<file path="config.mk">
export PLATFORM = sky130hd
export DESIGN_NAME = lin_slave_sub_rx
export DESIGN_NICKNAME = d
export VERILOG_FILES = /design/src/rtl/lin_slave_sub_rx.sv
export SDC_FILE = /design/constraint.sdc
export NUM_CORES = 1
export LEC_CHECK = 0
export CAP_MARGIN = 20
export CORE_MARGIN = 3
export CORE_UTILIZATION = 35
export CTS_CLUSTER_SIZE = 10
export DETAILED_ROUTE_END_ITERATION = 8
export PLACE_DENSITY = 0.65
export REMOVE_ABC_BUFFERS = 1
export SLEW_MARGIN = 30
export SYNTH_ARGS = -nofsm -noshare
export SYNTH_HDL_FRONTEND = slang
export SYNTH_SLANG_ARGS = --single-unit
</file>
<file path="constraint.sdc">
create_clock -name clk -period 8.81 [get_ports clk]
set_clock_uncertainty 0.15 [all_clocks]
set_input_delay 1.762 -clock clk [delete_from_list [all_inputs] [get_ports clk]]
set_output_delay 1.762 -clock clk [all_outputs]
set_load 0.005 [all_outputs]
</file>
<file path="src/rtl/lin_slave_sub_rx.sv">
// ----------------------------------------------------------------------------
// lin_slave_sub_rx
//   Subscriber-side response receiver of a LIN slave node. Once a header has
//   been accepted (pid_valid), it collects DATA_BYTES framed data symbols and
//   one checksum symbol from the bus deserialiser, verifies the LIN checksum
//   (classic or enhanced), and writes the payload into slave memory as 32-bit
//   words. Per-frame error flags are kept sticky on status_error until the
//   next frame starts.
//
// Ports
//   clk              system clock
//   reset            asynchronous active-low reset
//   en_slv_operation block enable; low forces IDLE, no writes
//   pid_valid        1-cycle pulse: header checked, this node subscribes
//   pid_byte         protected identifier {P1,P0,ID[5:0]}, sampled on pid_valid
//   start_addr       memory word address of the first payload word
//   rx_valid         1-cycle strobe: rx_symbol holds a new bus symbol
//   rx_symbol        framed symbol {stop(1), data[7:0], start(0)}
//   SWR_en           memory write strobe, one cycle per word
//   SWR_ADDR         memory write word address (held when SWR_en=0)
//   SWR_data         memory write data, byte n at [8n+7:8n] (held when SWR_en=0)
//   resp_done        1-cycle pulse: frame accepted and fully written
//   status_error     [0] checksum, [1] framing, [2] timeout, [3] restart
// ----------------------------------------------------------------------------
module lin_slave_sub_rx #(
    parameter int unsigned DATA_BYTES        = 8,
    parameter int unsigned INACTIVE          = 20,
    parameter bit          CHECKSUM_ENHANCED = 1'b1
) (
    input  logic        clk,
    input  logic        reset,
    input  logic        en_slv_operation,
    input  logic        pid_valid,
    input  logic [7:0]  pid_byte,
    input  logic [31:0] start_addr,
    input  logic        rx_valid,
    input  logic [9:0]  rx_symbol,
    output logic        SWR_en,
    output logic [31:0] SWR_ADDR,
    output logic [31:0] SWR_data,
    output logic        resp_done,
    output logic [7:0]  status_error
);

    typedef enum logic [2:0] {
        S_IDLE,
        S_DATA,
        S_CHK,
        S_WR0,
        S_WR1,
        S_DONE
    } state_t;

    localparam logic [2:0]        LAST_IDX = 3'(DATA_BYTES - 1);
    localparam int unsigned       TW       = $clog2(INACTIVE + 1);
    localparam logic [TW-1:0]     TMO_LAST = TW'(INACTIVE - 1);

    state_t          state_q, state_d;
    logic [2:0]      cnt_q, cnt_d;
    logic [7:0]      sum_q, sum_d;
    logic [TW-1:0]   timer_q, timer_d;
    logic [63:0]     buf_q, buf_d;
    logic [31:0]     addr_q, addr_d;
    logic [31:0]     wdata_q, wdata_d;
    logic [3:0]      err_q, err_d;

    logic [7:0]      byte_in;
    logic [7:0]      sum_in;
    logic            frame_ok;
    logic            timed_out;

    // 8-bit add with end-around carry, as used by the LIN checksum.
    function automatic logic [7:0] add_wrap(input logic [7:0] a, input logic [7:0] b);
        logic [8:0] s;
        s = {1'b0, a} + {1'b0, b};
        return s[7:0] + {7'b0, s[8]};
    endfunction

    // Diagnostic frames 0x3C/0x3D always use the classic checksum.
    function automatic logic [7:0] seed_sum(input logic [7:0] pid);
        if (CHECKSUM_ENHANCED && (pid[5:0] != 6'h3C) && (pid[5:0] != 6'h3D)) begin
            return add_wrap(8'h00, pid);
        end
        return 8'h00;
    endfunction

    assign byte_in   = rx_symbol[8:1];
    assign frame_ok  = (rx_symbol[0] == 1'b0) && (rx_symbol[9] == 1'b1);
    assign sum_in    = add_wrap(sum_q, byte_in);
    assign timed_out = (timer_q == TMO_LAST);

    always_ff @(posedge clk or negedge reset) begin
        if (!reset) begin
            state_q <= S_IDLE;
            cnt_q   <= '0;
            sum_q   <= '0;
            timer_q <= '0;
            buf_q   <= '0;
            addr_q  <= '0;
            wdata_q <= '0;
            err_q   <= '0;
        end else begin
            state_q <= state_d;
            cnt_q   <= cnt_d;
            sum_q   <= sum_d;
            timer_q <= timer_d;
            buf_q   <= buf_d;
            addr_q  <= addr_d;
            wdata_q <= wdata_d;
            err_q   <= err_d;
        end
    end

    // Write address/data are loaded on the transition into WR0/WR1, so the
    // registered values line up with SWR_en decoded from the state.
    always_comb begin
        state_d = state_q;
        cnt_d   = cnt_q;
        sum_d   = sum_q;
        timer_d = timer_q;
        buf_d   = buf_q;
        addr_d  = addr_q;
        wdata_d = wdata_q;
        err_d   = err_q;

        if (!en_slv_operation) begin
            state_d = S_IDLE;
        end else begin
            unique case (state_q)
                S_IDLE: begin
                    if (pid_valid) begin
                        state_d = S_DATA;
                        cnt_d   = '0;
                        timer_d = '0;
                        err_d   = '0;
                        sum_d   = seed_sum(pid_byte);
                    end
                end

                S_DATA, S_CHK: begin
                    if (pid_valid) begin
                        // New header mid-response: flag it and start over.
                        state_d  = S_DATA;
                        cnt_d    = '0;
                        timer_d  = '0;
                        err_d[3] = 1'b1;
                        sum_d    = seed_sum(pid_byte);
                    end else if (rx_valid) begin
                        timer_d = '0;
                        if (!frame_ok) begin
                            err_d[1] = 1'b1;
                            state_d  = S_IDLE;
                        end else if (state_q == S_DATA) begin
                            buf_d[{cnt_q, 3'b000} +: 8] = byte_in;
                            sum_d = sum_in;
                            cnt_d = cnt_q + 3'd1;
                            if (cnt_q == LAST_IDX) begin
                                state_d = S_CHK;
                            end
                        end else if (sum_in == 8'hFF) begin
                            state_d = S_WR0;
                            addr_d  = start_addr;
                            wdata_d = buf_q[31:0];
                        end else begin
                            err_d[0] = 1'b1;
                            state_d  = S_IDLE;
                        end
                    end else if (timed_out) begin
                        err_d[2] = 1'b1;
                        state_d  = S_IDLE;
                    end else begin
                        timer_d = timer_q + 1'b1;
                    end
                end

                S_WR0: begin
                    if (DATA_BYTES == 8) begin
                        state_d = S_WR1;
                        addr_d  = addr_q + 32'd1;
                        wdata_d = buf_q[63:32];
                    end else begin
                        state_d = S_DONE;
                    end
                end

                S_WR1:   state_d = S_DONE;
                S_DONE:  state_d = S_IDLE;
                default: state_d = S_IDLE;
            endcase
        end
    end

    assign SWR_en       = (state_q == S_WR0) || (state_q == S_WR1);
    assign SWR_ADDR     = addr_q;
    assign SWR_data     = wdata_q;
    assign resp_done    = (state_q == S_DONE);
    assign status_error = {4'b0000, err_q};

endmodule

</file>
==> impl_metrics.ini, run 1 <==
[sta]
tightest_slew_ns = 0.889
setup_viol = 0
holdWs_ns = 0.326
drv_slew = 0
fin_ws_ns = 2.16
hold_violations = 0
tns_ns = 0
rsz0062_at_grt = no
max_slew_margin = 0.407
fin_crit_sh = 0.754
fmax_ghz = 0.150
min_period_ns = 6.65

[synthesis]
syn_area_mm2 = 0.00790
synth_flop_cell = dfrtp_1
syn_inst = 843
postSynthAreaPerCell_um2 = 9.38
synth_edf_count = 0
ys.warnings.count = 0
ys_ff_latch = 151
yosysUniqueCellTypes = 65
yosysSeqAreaShare = 0.478
async_flop_share = 1.00

[cts]
numCtsBuffers = 17
clkSinkCount = 151
post_cts_buffers = 0
insertion_delay_ns = 0.43
holdBufCountCts = 0
htreeDepth = 4
clockBufferDepth = 2
cts_root_buffer = clkbuf_16
post_cts_resized = 0
tritoncts = yes
cts.reportedPaths.clkPinSlew_ns = 0.06

[grt]
antenna_found_initial = 1
grt_max_degree = 82
grt_overflow = 0
grt_pass1_wl_um = 35500
track_usage = 0.181
grt_pass1_vias = 6702

[pwr]
total_power_mw = 2.04
power_density_mw_per_mm2 = 203
leakagePower_nw = 4.04
ir_drop_uv = 119

[min_path]
hp-class = reg -> reg
holdCritStartpoint = buf_q[56]$_DFFE_PN0P_

[drt]
vias_per_cell = 5.42
wirelength_um = 21300
first_pass_iters = 5
avgRoutedWirePerCell_um = 17.1
ant_nets = 0
drc_errors = 0
drt_iter0_drc = 501
via_count = 6770

[layout]
utilization = 0.455
final_area_mm2 = 0.0100
n_antenna_cell = 0
area_delta_synth_final_pct = 26.8
layout.cells.non_filler = 1249
nets = 1034
layout-drive-gt1-share = 0.0949

[critical_path]
cp-end-kind = flip-flop
critical_path_class = in -> reg
cp.required_ns = 9.02
r2r_start = sum_q[0]$_DFFE_PN0P_
slowest_delay_ns = 0.60
cp-startpoint = rx_symbol[1]
crit_path_cell_trace = clkdlybuf4s50_1 -> ha_1 -> fa_1 -> a211oi_2 -> o21bai_1 -> a21oi_1 -> nor2b_1 -> o21ai_0 -> nand2b_1 -> ha_1 -> nand2_1 -> nand3_1 -> or4_4 -> a311oi_4 -> o211ai_4 -> buf_4 -> nand2_1 -> o221a_2
path_delay_family = compound AO/OA/AOI/OAI gates
cp.arrival_ns = 6.86
critical_path.slowest_cell = clkdlybuf4s50_1
r2r_slack_ns = 3.84
start_kind = input port
cp_max_fo = 29
crit_buf_inv = 2

[placed_design]
place_area_mm2 = 0.00942
place_inst = 1219
routabilityCongestion = 0.823
dp_hpwl_um = 14800
numPortBuffers = 124
place_ws_ns = 1.76

[floorplan]
fp.coreArea_mm2 = 0.0220
die_area_mm2 = 0.0244
core.rowCount = 54
die_h_um = 156
start_util = 0.359
io_pins = 129
die_w_um = 156

[outcome]
outcome = finished clean

[flow_run]
max_cap_violations = 0
==> routing by layer <==
| metal | routed length, um | up-vias | share of wire | GRT usage |
|---|---|---|---|---|
| li1 | - | 3270 | - | - |
| met1 | 9570 | 3294 | 0.45 | 0.240 |
| met2 | 10300 | 167 | 0.48 | 0.297 |
| met3 | 966 | 37 | 0.045 | 0.0343 |
| met4 | 470 | 2 | 0.022 | 0.0621 |
| met5 | 13 | - | 0.00061 | 0 |
==> path summary, 6_finish.rpt <==
| check | to | cells past startpoint |
|---|---|---|
| max | SWR_ADDR[11]$_DFFE_PN0P_ | 18 |
| min | buf_q[56]$_DFFE_PN0P_ | 2 |
| max reg2reg | SWR_ADDR[11]$_DFFE_PN0P_ | 17 |
| min reg2reg | buf_q[56]$_DFFE_PN0P_ | 2 |
| max in group asynchronous | SWR_data[12]$_DFFE_PN0P_ | 2 |
| min in group asynchronous | err_q[1]$_DFFE_PN0P_ | 1 |
==> flip-flops by register name (all words and copies together) (netlist names) <==
signal,flops
SWR_ADDR,32
SWR_data,32
buf_q,64
cnt_q,3
err_q,4
state_q,3
sum_q,8
timer_q,5
==> worst register-to-register path, delay by kind of cell, from the launching register on <==
kind | cells | cell delay, ns
adder cells (fa/ha/maj) | 3 | 0.88
buffers and inverters | 1 | 0.34
AO/OA/AOI/OAI | 7 | 1.78
AND/OR/NAND/NOR | 6 | 1.37
flip-flops | 1 | 0.39
==> area by class of cell <==
type / instances / area [um2]
Clock buffer: 22 / 474
Clock inverter: 8 / 123
Fill cell: 2115 / 12000
Inverter: 11 / 41.3
Multi-Input combinational cell: 642 / 3930
Sequential cell: 151 / 3780
Tap cell: 280 / 350
Timing Repair Buffer: 135 / 1330
==> cell usage in the layout (no fill, tap or decap), drive strengths merged, types with 3 or more instances in the layout <==
cell	Yosys	final
a211oi	4	4
a21oi	38	38
a221o	3	3
a22oi	3	3
a31oi	12	12
a41oi	3	3
and3	11	11
and4	4	4
buf	13	12
bufinv	0	3
clkbuf	29	22
clkdlybuf4s50	0	123
clkinvlp	0	3
conb	1	4
dfrtp	151	151
ha	20	20
inv	11	11
mux2	19	19
mux2i	39	39
nand2	132	132
nand2b	9	9
nand3	68	68
nand3b	4	4
nand4	5	5
nor2	52	52
nor2b	5	5
nor3	18	18
nor3b	5	5
o211ai	3	3
o21ai	113	113
o221a	13	13
o22ai	5	5
o311a	4	4
o31ai	3	3
or3	4	4
xnor2	5	5
xor2	7	7
==> synthesized netlist by cell type (4+ instances only) <==
library cell  instances  area [um2]
nand4_1               5        31.3
buf_4                 4        30.0
o21ai_0             112         561
a21oi_1              38         190
o311a_1               4        40.0
xor2_1                6        52.6
or3_1                 4        25.0
and4_1                4        35.0
dfrtp_1             151        3780
a31oi_1              12        75.1
and3_1               11        68.8
nor2_1               52         195
mux2_2               19         214
nand3b_1              4        30.0
ha_1                 20         250
nand2_1             132         495
inv_1                11        41.3
nand3_1              68         340
nor3_1               17        85.1
clkbuf_1             29         109
mux2i_1              39         390
xnor2_1               5        43.8
nor2b_1               5        31.3
buf_2                 5        25.0
o221a_2              13         146
nand2b_1              9        56.3
o22ai_1               5        31.3
nor3b_1               4        30.0
==> report_power, final <==
group	switching [mW]	internal [mW]	total [mW]	leakage, nW
Sequential	0.0838	0.755	0.839	2.04
Combinational	0.225	0.231	0.456	1.72
Clock	0.279	0.464	0.743	0.284
==> logic make-up (layout without fill, tap and decap cells) <==
| logic type | Yosys count | after routing | share of synthesized area |
|---|---|---|---|
| simple gates | 329 | 329 | 0.196 |
| compound gates | 218 | 218 | 0.172 |
| xor+xnor | 12 | 12 | 0.0142 |
| buf+inv | 53 | 176 | 0.0288 |
| mux | 58 | 58 | 0.0765 |
| flops | 151 | 151 | 0.478 |
| other cells | 1 | 4 | 0.000474 |
| fa+ha+maj | 21 | 21 | 0.0342 |
Power figures use the tool's default switching activity.
==> run 2, diff against run 1 <==
Settings changed: PLACE_DENSITY 0.65 to 0.67.
Clock period 8.81 ns to 5.3 ns, I/O delays scaled along.
==> impl_metrics.ini, run 2 (synthesis results as in run 1) <==
[outcome]
outcome = finished clean

[placed_design]
routabilityCongestion = 0.888
place_area_mm2 = 0.00963
numPortBuffers = 124
dp_hpwl_um = 15500
place_ws_ns = -0.0681

[layout]
layout-drive-gt1-share = 0.118
final_area_mm2 = 0.0102
largest_reg_flops = 64
final_cell_mix = dfrtp_1, nand2_1, clkdlybuf4s50_1
multiInputGateArea_mm2 = 0.00393
fillers = 2132
regMostFlops = buf_q
nets = 1057
area_delta_synth_final_pct = 29.6
ff_latch_area_mm2 = 0.00378
final_common_cell = dfrtp_1
utilization = 0.465
n_antenna_cell = 0

[cts]
post_cts_resized = 0
numCtsBuffers = 17
cts.reportedPaths.clkPinSlew_ns = 0.06
post_cts_buffers = 0
holdBufCountCts = 0
tritoncts = yes
insertion_delay_ns = 0.42
clockBufferDepth = 2
clkSinkCount = 151
htreeDepth = 4
cts_root_buffer = clkbuf_16

[critical_path]
crit_path_cell_trace = clkdlybuf4s50_1 -> ha_1 -> fa_1 -> a211oi_2 -> o21bai_1 -> a21oi_1 -> nor2b_1 -> o21ai_0 -> nand2b_1 -> ha_1 -> nand2_1 -> nand3_1 -> or4_4 -> a311oi_4 -> o211ai_4 -> buf_4 -> mux2i_1 -> a211oi_1
cp.arrival_ns = 5.12
cp-end-kind = flip-flop
start_kind = input port
crit_top_cell = ha_1
critical_path_class = in -> reg
critical_path.slowest_cell = clkdlybuf4s50_1
cp.required_ns = 5.47
slowest_delay_ns = 0.50
cp_max_fo = 19

[grt]
grt_overflow = 0
met1_usage = 0.244
grt_use_met3 = 0.0304
grt_pass1_wl_um = 35400
grt_max_degree = 99
grt_pass1_vias = 6727
antenna_found_initial = 0
use_met2 = 0.297
grt_busiest_layer = met2
track_usage = 0.180

[sta]
hold_violations = 0
setup_viol = 0
holdWs_ns = 0.327
rsz0062_at_grt = no
fin_crit_sh = 0.934
tightest_slew_ns = 0.904
fin_ws_ns = 0.347
min_period_ns = 4.95
tns_ns = 0
drv_slew = 0
fmax_ghz = 0.202
max_slew_margin = 0.389

[floorplan]
core.rowCount = 54
die_h_um = 156
die_w_um = 156
die_area_mm2 = 0.0244
start_util = 0.359
io_pins = 129
fp.coreArea_mm2 = 0.0220

[drt]
via_count = 6790
wirelength_um = 21400
first_pass_iters = 5
drc_errors = 0
drt_iter0_drc = 446
ant_nets = 0
vias_per_cell = 5.33
avgRoutedWirePerCell_um = 16.8

[min_path]
hp-class = reg -> reg

[pwr]
pwr-share-clk = 0.361
power_frac_seq = 0.406
sw_frac_of_total = 0.302
pwr-share-comb = 0.233
power_density_mw_per_mm2 = 335
p_int_mw = 2.39
ir_drop_uv = 169
leakagePower_nw = 4.17
switchingPower_mw = 1.04

[flow_run]
max_cap_violations = 0
[run 2: power by group through the flow]
stage / clock network (mW) / logic (mW) / registers, mW
2_1_floorplan: 0 / 0.430 / 1.38
3_3_place_gp: 0 / 0.795 / 1.41
3_5_place_dp: 0 / 0.802 / 1.41
4_1_cts: 1.26 / 0.807 / 1.39
5_1_grt: 1.31 / 0.886 / 1.41
6_report: 1.24 / 0.800 / 1.39
[run 2: area by class of cell]
class                   instances  area share
flip-flops and latches        151       0.369
repair buffers                158       0.151
multi-input cells             642       0.383
inverters                      11     0.00403
clock inverters                13      0.0154
clock buffers                  19      0.0432
well taps                     280      0.0342
[run 2: path summary, 6_finish.rpt]
| path | startpoint | cells after the start | end | slack (ns) |
|---|---|---|---|---|
| hold / removal | buf_q[21]$_DFFE_PN0P_ | 2 | buf_q[21]$_DFFE_PN0P_ | 0.33 |
| setup reg to reg | sum_q[0]$_DFFE_PN0P_ | 17 | SWR_ADDR[12]$_DFFE_PN0P_ | 1.14 |
| setup / recovery | rx_symbol[1] | 18 | SWR_ADDR[12]$_DFFE_PN0P_ | 0.35 |
| hold reg to reg | buf_q[21]$_DFFE_PN0P_ | 2 | buf_q[21]$_DFFE_PN0P_ | 0.33 |
| max in group asynchronous | reset | 2 | buf_q[20]$_DFFE_PN0P_ | 3.42 |
| min in group asynchronous | reset | 1 | state_q[2]$_DFFE_PN0P_ | 0.53 |
[run 2: critical path, delay by kind of cell]
| family | cells | cell delay, ns |
|---|---|---|
| compound gates | 7 | 1.49 |
| simple gates | 5 | 0.81 |
| fa+ha+maj | 3 | 0.87 |
| buf+inv | 2 | 0.74 |
| mux | 1 | 0.14 |
[run 2: per-stage QoR]
stage | instances | power (mW)
2_1_floorplan | 804 | 1.81
3_3_place_gp | 1242 | 2.20
3_5_place_dp | 1242 | 2.21
4_1_cts | 1274 | 3.46
5_1_grt | 1274 | 3.61
6_report | 1274 | 3.43
[run 2: layer usage]
| layer | vias up | part of all wire |
|---|---|---|
| met4 | 0 | 0.019 |
| met5 | - | 0 |
| met1 | 3299 | 0.47 |
| li1 | 3315 | - |
| met3 | 29 | 0.037 |
| met2 | 147 | 0.48 |
==> run 3, diff against run 2 <==
Settings changed: GPL_ROUTABILITY_DRIVEN from default to 0, PLACE_DENSITY 0.67 to 0.6.
==> impl_metrics.ini, run 3 (synthesis results as in run 1) <==
[pwr]
pwr-share-clk = 0.350
ir_drop_uv = 172
sw_frac_of_total = 0.307
power_density_mw_per_mm2 = 332
pwr-share-comb = 0.241
leakagePower_nw = 4.17
power_frac_seq = 0.409
p_int_mw = 2.35
switchingPower_mw = 1.04

[layout]
largest_reg_flops = 64
utilization = 0.464
layout-drive-gt1-share = 0.120
regMostFlops = buf_q
area_delta_synth_final_pct = 29.4
nets = 1060
final_common_cell = dfrtp_1
final_cell_mix = dfrtp_1, nand2_1, clkdlybuf4s50_1

[drt]
avgRoutedWirePerCell_um = 17.2
drc_errors = 0
wirelength_um = 21900
ant_nets = 0
via_count = 6813
drt_iter0_drc = 440
wl_met3_um = 770
first_pass_iters = 5
vias_per_cell = 5.33
met2_wirelength_um = 10500
top_layer_used = met4
met1Wirelength_um = 10100

[cts]
htreeDepth = 4
insertion_delay_ns = 0.42
cts_root_buffer = clkbuf_16
post_cts_resized = 0
cts.reportedPaths.clkPinSlew_ns = 0.07
clkSinkCount = 151
clockBufferDepth = 2
tritoncts = yes
holdBufCountCts = 0
numCtsBuffers = 17
post_cts_buffers = 0

[grt]
grt_max_degree = 91
antenna_found_initial = 1
grt_overflow = 0
grt_pass1_wl_um = 35400
track_usage = 0.182
grt_pass1_vias = 6496

[critical_path]
crit_buf_inv = 3
cp-end-kind = flip-flop
cp.depth = 19
cp.arrival_ns = 5.08
start_kind = input port
crit_path_cell_trace = clkdlybuf4s50_1 -> ha_1 -> fa_1 -> a211oi_2 -> o21bai_1 -> a21oi_1 -> nor2b_1 -> o21ai_0 -> nand2b_1 -> ha_1 -> nand2_1 -> nand3_1 -> or4_4 -> a311oi_4 -> o211ai_4 -> buf_12 -> nand2_1 -> buf_12 -> o221a_2
cp_max_fo = 32
critical_path_class = in -> reg
cp.required_ns = 5.52
critical_path.slowest_cell = clkdlybuf4s50_1
slowest_delay_ns = 0.52
reg2reg_depth = 18
path_delay_family = compound AO/OA/AOI/OAI gates

[floorplan]
die_w_um = 156
fp.coreArea_mm2 = 0.0220
io_pins = 129
die_h_um = 156
start_util = 0.359
die_area_mm2 = 0.0244
core.rowCount = 54

[sta]
fin_crit_sh = 0.918
max_slew_margin = 0.369
setup_viol = 0
tns_ns = 0
fmax_ghz = 0.206
drv_slew = 0
min_period_ns = 4.86
tightest_slew_ns = 0.933
hold_violations = 0
rsz0062_at_grt = no

[outcome]
outcome = finished clean

[placed_design]
numPortBuffers = 124
dp_hpwl_um = 15600

[min_path]
hp-class = reg -> reg
holdPathStages = 2

[flow_run]
max_cap_violations = 0
## run 3: cell count changes in the layout (fill, tap and decap cells not counted)
cell | previous run | this run
buf_4 | 30 | 34
buf_12 | 4 | 3
buf_6 | 0 | 1
bufinv_16 | 2 | 1
clkbuf_1 | 1 | 0
clkbuf_8 | 2 | 1
clkinv_2 | 0 | 1
clkinvlp_4 | 3 | 4
diode_2 | 0 | 1
inv_6 | 5 | 6
inv_8 | 2 | 1
nor3_1 | 16 | 17
nor3_2 | 2 | 1
## run 3: power by group through the flow
| stage | registers (mW) | logic, mW | clock network, mW |
|---|---|---|---|
| floorplan | 1.38 | 0.430 | 0 |
| global placement | 1.41 | 0.805 | 0 |
| detailed placement | 1.41 | 0.814 | 0 |
| CTS | 1.39 | 0.821 | 1.21 |
| global route | 1.41 | 0.902 | 1.27 |
| finish | 1.39 | 0.818 | 1.19 |
## run 3: final timing paths
path                                             from                        to  slack [ns]
worst max-delay path                     rx_symbol[1]  SWR_ADDR[10]$_DFFE_PN0P_        0.44
worst min-delay path            buf_q[55]$_DFFE_PN0P_     buf_q[55]$_DFFE_PN0P_        0.33
worst max register to register   sum_q[0]$_DFFE_PN0P_  SWR_ADDR[10]$_DFFE_PN0P_        1.28
worst min register to register  buf_q[55]$_DFFE_PN0P_     buf_q[55]$_DFFE_PN0P_        0.33
max in group asynchronous                       reset      cnt_q[0]$_DFFE_PN0P_        3.42
min in group asynchronous                       reset  SWR_data[12]$_DFFE_PN0P_        0.56
## run 3: worst register-to-register path: cells and delay by family (launching register included)
family	cells	cell delay, ns
flip-flops	1	0.39
adder cells (fa/ha/maj)	3	0.81
AND/OR/NAND/NOR	6	0.93
AO/OA/AOI/OAI	7	1.36
buffers and inverters	2	0.34
## run 3: final cells by class
type,count,area [um2]
fillers,2132,11800
multi-input cells,642,3920
flip-flops and latches,151,3780
repair buffers,161,1560
clock buffers,18,439
well taps,280,350
clock inverters,14,138
inverters,11,41.3
diodes,1,2.50
## run 3: stage by stage
step           power [mW]  instance area [um2]  cells  hold WS, ns  setup WS, ns
6_report             3.39                10200   1278        0.328         0.435
5_1_grt              3.58                10200   1277        0.351         0.142
4_1_cts              3.42                10200   1277        0.334         0.450
3_5_place_dp         2.22                 9640   1245        0.320        0.0348
3_3_place_gp         2.21                 9640   1245        0.311        0.0649
2_1_floorplan        1.81                 7730    804        0.299        0.0349
## run 3: routing by layer
layer	GRT usage	vias up
met1	0.252	3307
met5	0	-
li1	-	3340
met4	0.0613	0
met2	0.293	136
met3	0.0285	30
